`config.mk`:
```
export PLATFORM = sky130hd
export DESIGN_NAME = mcu_spi
export DESIGN_NICKNAME = d
export VERILOG_FILES = /design/src/rtl/mcu_pkg.sv /design/src/rtl/mcu_spi_sync_edge.sv /design/src/rtl/mcu_spi.sv
export SDC_FILE = /design/constraint.sdc
export NUM_CORES = 1
export LEC_CHECK = 0
export ABC_AREA = 1
export CAP_MARGIN = 20
export CELL_PAD_IN_SITES_DETAIL_PLACEMENT = 0
export CELL_PAD_IN_SITES_GLOBAL_PLACEMENT = 1
export CORE_UTILIZATION = 37
export CTS_CLUSTER_SIZE = 28
export DETAILED_ROUTE_END_ITERATION = 10
export GPL_ROUTABILITY_DRIVEN = 0
export MAX_ROUTING_LAYER = met4
export PLACE_DENSITY_LB_ADDON = 0.1
export RECOVER_POWER = 25
export SYNTH_ARGS = -nofsm -noshare
export SYNTH_HDL_FRONTEND = slang
export SYNTH_SLANG_ARGS = --single-unit
```
`constraint.sdc`:
```
create_clock -name clk -period 2.2 [get_ports clk]
set_input_delay 0.55 -clock clk [delete_from_list [all_inputs] [get_ports clk]]
set_output_delay 0.55 -clock clk [all_outputs]
set_load 0.02 [all_outputs]
```
`src/rtl/mcu_pkg.sv`:
```
// Shared definitions for the on-chip MCU clients and the SPI front end:
// target indices, hid command codes, SPI front-end state encodings and a
// helper that picks one client's read-back byte out of the packed bus.
package mcu_pkg;

    // Target indices carried in the first byte of every SPI message
    localparam logic [1:0] TGT_SYS = 2'd0;
    localparam logic [1:0] TGT_HID = 2'd1;
    localparam logic [1:0] TGT_OSD = 2'd2;
    localparam logic [1:0] TGT_SDC = 2'd3;

    // Command codes understood by the hid client
    localparam logic [7:0] CMD_STATUS = 8'h00;
    localparam logic [7:0] CMD_KEY    = 8'h01;
    localparam logic [7:0] CMD_MOUSE  = 8'h02;
    localparam logic [7:0] CMD_JOY    = 8'h03;

    // SPI front-end message states
    localparam logic [1:0] ST_IDLE    = 2'd0;
    localparam logic [1:0] ST_TARGET  = 2'd1;
    localparam logic [1:0] ST_PAYLOAD = 2'd2;

    // Return byte 'idx' of the packed read-back bus, or 8'h00 when the index
    // does not address an existing client.
    function automatic logic [7:0] sel_byte(input logic [31:0] bytes,
                                            input logic [1:0]  idx,
                                            input int          num_targets);
        logic [7:0] r;
        r = 8'h00;
        if (int'(idx) < num_targets) begin
            case (idx)
                2'd0:    r = bytes[7:0];
                2'd1:    r = bytes[15:8];
                2'd2:    r = bytes[23:16];
                2'd3:    r = bytes[31:24];
                default: r = 8'h00;
            endcase
        end else begin
            r = 8'h00;
        end
        return r;
    endfunction

endpackage

```
`src/rtl/mcu_spi_sync_edge.sv`:
```
// Multi-flop synchroniser for one asynchronous input, with single-cycle
// rise/fall pulses derived from the synchronised value only.
module sync_edge #(
    parameter int   STAGES    = 2,
    parameter logic RESET_VAL = 1'b0
) (
    input  logic clk,
    input  logic reset_n,
    input  logic d_in,
    output logic sync_out,
    output logic rise,
    output logic fall
);

    logic [STAGES-1:0] chain_q;
    logic [STAGES-1:0] chain_d;
    logic              prev_q;
    logic              prev_d;

    // Next value of the synchroniser chain and of the edge-detect history flop
    always_comb begin
        chain_d = {chain_q[STAGES-2:0], d_in};
        prev_d  = chain_q[STAGES-1];
    end

    // Synchroniser and history registers
    always_ff @(posedge clk or negedge reset_n) begin
        if (!reset_n) begin
            chain_q <= {STAGES{RESET_VAL}};
            prev_q  <= RESET_VAL;
        end else begin
            chain_q <= chain_d;
            prev_q  <= prev_d;
        end
    end

    assign sync_out = chain_q[STAGES-1];
    assign rise     = sync_out & ~prev_q;
    assign fall     = ~sync_out & prev_q;

endmodule

```
`src/rtl/mcu_spi.sv`:
```
// SPI mode-0 slave front end for the IO MCU. The first byte of each
// chip-select framed message selects a client; every later byte is handed to
// that client as a one-cycle strobe, and MISO shifts out the client's
// read-back byte MSB first.
module mcu_spi
    import mcu_pkg::*;
#(
    parameter int SYNC_STAGES = 2,
    parameter int NUM_TARGETS = 4
) (
    input  logic        clk,
    input  logic        reset_n,
    input  logic        spi_csn,
    input  logic        spi_sck,
    input  logic        spi_mosi,
    output logic        spi_miso,
    output logic        data_out_strobe,
    output logic        data_out_start,
    output logic [7:0]  data_out,
    output logic [1:0]  target,
    input  logic [31:0] data_in
);

    logic       sck_s, sck_rise_s, sck_fall_s;
    logic       csn_s, csn_rise_unused, csn_fall_s;
    logic       mosi_s, mosi_rise_unused, mosi_fall_unused;
    logic       sck_sync_unused;
    logic [7:0] rx_byte_s;

    logic [1:0] state_q,    state_d;
    logic [2:0] bit_cnt_q,  bit_cnt_d;
    logic [7:0] rx_shift_q, rx_shift_d;
    logic [7:0] tx_shift_q, tx_shift_d;
    logic [1:0] target_q,   target_d;
    logic [7:0] data_out_q, data_out_d;
    logic       strobe_q,   strobe_d;
    logic       start_q,    start_d;
    logic       first_q,    first_d;
    logic       reload_q,   reload_d;
    logic       miso_q,     miso_d;

    sync_edge #(.STAGES(SYNC_STAGES), .RESET_VAL(1'b0)) u_sync_sck (
        .clk      (clk),
        .reset_n  (reset_n),
        .d_in     (spi_sck),
        .sync_out (sck_s),
        .rise     (sck_rise_s),
        .fall     (sck_fall_s)
    );

    sync_edge #(.STAGES(SYNC_STAGES), .RESET_VAL(1'b1)) u_sync_csn (
        .clk      (clk),
        .reset_n  (reset_n),
        .d_in     (spi_csn),
        .sync_out (csn_s),
        .rise     (csn_rise_unused),
        .fall     (csn_fall_s)
    );

    sync_edge #(.STAGES(SYNC_STAGES), .RESET_VAL(1'b0)) u_sync_mosi (
        .clk      (clk),
        .reset_n  (reset_n),
        .d_in     (spi_mosi),
        .sync_out (mosi_s),
        .rise     (mosi_rise_unused),
        .fall     (mosi_fall_unused)
    );

    assign sck_sync_unused = sck_s;

    // Message state machine, bit capture, MISO shifting and strobe generation
    always_comb begin
        rx_byte_s  = {rx_shift_q[6:0], mosi_s};
        state_d    = state_q;
        bit_cnt_d  = bit_cnt_q;
        rx_shift_d = rx_shift_q;
        tx_shift_d = tx_shift_q;
        target_d   = target_q;
        data_out_d = data_out_q;
        first_d    = first_q;
        strobe_d   = 1'b0;
        start_d    = 1'b0;
        // Reload one clk after the strobe cycle so the client has had a clk to
        // update its read-back byte in response to the strobe.
        reload_d   = strobe_q;
        miso_d     = tx_shift_q[7];

        if (csn_s) begin
            // Chip select high wins over any sck edge; partial bytes are dropped.
            state_d    = ST_IDLE;
            bit_cnt_d  = 3'd0;
            rx_shift_d = 8'h00;
            first_d    = 1'b0;
        end else begin
            case (state_q)
                ST_IDLE: begin
                    if (csn_fall_s) begin
                        state_d    = ST_TARGET;
                        bit_cnt_d  = 3'd0;
                        rx_shift_d = 8'h00;
                        tx_shift_d = 8'h00;
                    end else begin
                        state_d = ST_IDLE;
                    end
                end
                ST_TARGET, ST_PAYLOAD: begin
                    if (reload_q && (state_q == ST_PAYLOAD)) begin
                        tx_shift_d = sel_byte(data_in, target_q, NUM_TARGETS);
                    end else begin
                        tx_shift_d = tx_shift_q;
                    end
                    if (sck_rise_s) begin
                        rx_shift_d = rx_byte_s;
                        bit_cnt_d  = bit_cnt_q + 3'd1;
                        if (bit_cnt_q == 3'd7) begin
                            if (state_q == ST_TARGET) begin
                                target_d   = rx_byte_s[1:0];
                                tx_shift_d = sel_byte(data_in, rx_byte_s[1:0], NUM_TARGETS);
                                state_d    = ST_PAYLOAD;
                                first_d    = 1'b1;
                            end else begin
                                data_out_d = rx_byte_s;
                                strobe_d   = 1'b1;
                                start_d    = first_q;
                                first_d    = 1'b0;
                            end
                        end else begin
                            state_d = state_q;
                        end
                    end else if (sck_fall_s && (bit_cnt_q != 3'd0)) begin
                        // The fall after a completed byte does not shift: the
                        // MSB of the next reply byte must stay on the line.
                        tx_shift_d = {tx_shift_q[6:0], 1'b0};
                    end else begin
                        state_d = state_q;
                    end
                end
                default: begin
                    state_d = ST_IDLE;
                end
            endcase
        end
    end

    // State and output registers
    always_ff @(posedge clk or negedge reset_n) begin
        if (!reset_n) begin
            state_q    <= ST_IDLE;
            bit_cnt_q  <= 3'd0;
            rx_shift_q <= 8'h00;
            tx_shift_q <= 8'h00;
            target_q   <= 2'd0;
            data_out_q <= 8'h00;
            strobe_q   <= 1'b0;
            start_q    <= 1'b0;
            first_q    <= 1'b0;
            reload_q   <= 1'b0;
            miso_q     <= 1'b0;
        end else begin
            state_q    <= state_d;
            bit_cnt_q  <= bit_cnt_d;
            rx_shift_q <= rx_shift_d;
            tx_shift_q <= tx_shift_d;
            target_q   <= target_d;
            data_out_q <= data_out_d;
            strobe_q   <= strobe_d;
            start_q    <= start_d;
            first_q    <= first_d;
            reload_q   <= reload_d;
            miso_q     <= miso_d;
        end
    end

    assign spi_miso        = miso_q;
    assign data_out_strobe = strobe_q;
    assign data_out_start  = start_q;
    assign data_out        = data_out_q;
    assign target          = target_q;

endmodule
```
==> results.sh <==
export IMPL_worstSetupStartpoint="target[0]"
export IMPL_clock_fmax_mhz=522
export IMPL_dr_pass1_iters=6
export IMPL_synthesis_yosys_warnings=0
export IMPL_initial_core_util_pct=39.1
export IMPL_yosysUniqueCellTypes=22
export IMPL_layout_common_cells="nand2_1, clkdlybuf4s50_1, dfrtp_1"
export IMPL_grt_max_degree=44
export IMPL_leakage_uw=0.00152
export IMPL_synthCells=351
export IMPL_drt_iter0_markers=144
export IMPL_cts_resized=0
export IMPL_cp_num_buf_inv=1
export IMPL_whs_ps=351
export IMPL_antenna_found_initial=0
export IMPL_postRouteAntennaNets=0
export IMPL_drc_errors=0
export IMPL_vias=2403
export IMPL_crit_slowest_cell="clkdlybuf4s50_1"
export IMPL_grt_pass1_vias=2407
export IMPL_placed_area_um2=3110
export IMPL_layout_min_cycle_time_ps=1920
export IMPL_ff_latch_area_um2=1080
export IMPL_mostFrequentLayoutCell="nand2_1"
export IMPL_hold_path_class="reg -> reg"
export IMPL_tns_ps=0
export IMPL_syn_nets=395
export IMPL_r2r_end="tx_shift_q[3]"
export IMPL_rsz0062_at_grt="no"
export IMPL_clkLatencyLatePin_ps=290
export IMPL_pin_count=50
export IMPL_worstSetupStartpointType="flop"
export IMPL_clock_sinks=43
export IMPL_cts_root_buf="clkbuf_8"
export IMPL_final_area_um2=3230
export IMPL_rrSetupSlack_ps=440
export IMPL_finalHoldViolations=0
export IMPL_cts_tree="yes"
export IMPL_dp_hpwl_um=4780
export IMPL_post_cts_setup_buffers=0
export IMPL_skew_ps=5.03
export IMPL_finalSetupViolCount=0
export IMPL_place_ws_ps=438
export IMPL_cp_required_ps=1650
export IMPL_crit_chain="clkdlybuf4s50_1"
export IMPL_grt_pass1_wl_um=11400
export IMPL_critPathMaxStageDelay_ps=640
export IMPL_drv_slew=0
export IMPL_dieArea_um2=7170
export IMPL_grtUsageTotal_pct=20.9
export IMPL_multi_input_area_um2=1270
export IMPL_slew_limit_headroom_pct=26.8
export IMPL_port_buffers=49
export IMPL_drive_above_1_share_pct=9.61
export IMPL_final_cells=483
export IMPL_rows=29
export IMPL_worst_path_max_fanout=5
export IMPL_vias_per_cell=4.98
export IMPL_status="finished clean"
export IMPL_netlist_area_um2=2530
export IMPL_dp_cells=475
export IMPL_tritoncts_num_buffers=5
export IMPL_chipHeight_um=84.7
export IMPL_final_setup_worst_slack_ps=284
export IMPL_avgRoutedWirePerCell_um=13.9
export IMPL_reg2reg_from="state_q[0]"
export IMPL_cp_depth=1
export IMPL_setup_worst_path_end_class="output pin"
export IMPL_cap_violations=0
export IMPL_overflow=0
export IMPL_period_share_pct=87.1
export IMPL_dieWidth_um=84.7
export IMPL_endpoint="target[0]"
export IMPL_criticalPathCategory="reg -> out"
export IMPL_tightestPinTransition_ps=1100
export IMPL_cts_clk_slew_worst_paths_ps=80
export IMPL_synthToLayoutAreaGrowth_pct=27.7
export IMPL_htree_levels=2
export IMPL_power_density_nw_per_um2=717
export IMPL_clk_path_buf_depth=2
export IMPL_wl_um=6700
export IMPL_synth_seq_area_share_pct=42.7
export IMPL_fin_nets=449
export IMPL_holdBufCountCts=0
export IMPL_ys_ff_latch=43
export IMPL_avgSynthCellArea_um2=7.20
export IMPL_num_antenna_cells=0
export IMPL_fillers=663
export IMPL_vdd_drop_max_mv=0.392
export IMPL_core_um2=6460
export IMPL_path_delay_family="buffers and inverters"
export IMPL_critical_path_arrival_ps=1370
export IMPL_rr_worst_depth=10
==> state kept, by name, indices dropped and copies added (netlist names) <==
signal,flops
reload_q,1
data_out_start,1
u_sync_mosi.chain_q,2
u_sync_csn.chain_q,2
data_out,8
bit_cnt_q,3
u_sync_sck.prev_q,1
spi_miso,1
u_sync_sck.chain_q,2
first_q,1
data_out_strobe,1
u_sync_csn.prev_q,1
tx_shift_q,8
rx_shift_q,7
state_q,2
target,2
==> cell families after synthesis <==
| group | share of synthesized area, % |
|---|---|
| DFF | 42.7 |
| and+or+nand+nor | 32.0 |
| AOI/OAI and AO/OA | 14.7 |
| adders and majority gates | 3.47 |
| buffers and inverters | 7.13 |
==> how the worst min path moves through the flow <==
stage                           from                     to  slack, ps  cells after the start
2_1_floorplan                reset_n           bit_cnt_q[0]        250                      0
3_3_place_gp   u_sync_sck.chain_q[0]  u_sync_sck.chain_q[1]        330                      0
3_5_place_dp   u_sync_sck.chain_q[0]  u_sync_sck.chain_q[1]        340                      0
4_1_cts                      reset_n            data_out[0]        340                      2
5_1_grt        u_sync_sck.chain_q[0]  u_sync_sck.chain_q[1]        360                      0
6_report       u_sync_sck.chain_q[0]  u_sync_sck.chain_q[1]        350                      0
==> power by group <==
group / internal [µW] / switching [µW]
Sequential: 888 / 83.4
Combinational: 258 / 449
Clock: 367 / 268
==> stage by stage <==
step	total power, µW	util [%]
2_1_floorplan	1450	-
3_3_place_gp	1700	48.2
3_5_place_dp	1700	48.2
4_1_cts	2360	50.0
5_1_grt	2480	50.0
6_report	2310	50.0
==> area by class of cell <==
class	instances	area share (%)
multi-input cells	263	39.3
clock inverters	2	1.09
clock buffers	6	2.56
inverters	37	4.30
flip-flops and latches	43	33.4
well taps	77	2.98
repair buffers	55	16.4
==> per-layer routing <==
metal,track usage (%),vias up,part of all wire (%)
met2,35.8,49,49
li1,-,1234,-
met4,5.86,0,1.4
met5,-,-,0
met1,25.4,1111,46
met3,3.83,9,3.7
==> cells in the mapped netlist <==
cell type    n  share of area (%)
inv_2        5               0.74
o21ai_0     20                4.0
o22ai_1      7                1.7
a21oi_2      1               0.35
nor2_4       2               0.89
nor2_1       7                1.0
nand2_1    149                 22
a21oi_1     25                5.0
dfstp_2      3                3.1
clkbuf_1     4               0.59
nand3_2      1               0.40
nand2_2      2               0.49
o21bai_1     1               0.30
buf_6        1               0.45
nor3_4       2                1.3
o211ai_1     1               0.30
dfrtp_1     40                 40
ha_1         7                3.5
o21ai_2      9                3.1
nand3_1     29                5.7
inv_1       32                4.8
buf_2        3               0.59
Power figures use the tool's default switching activity.
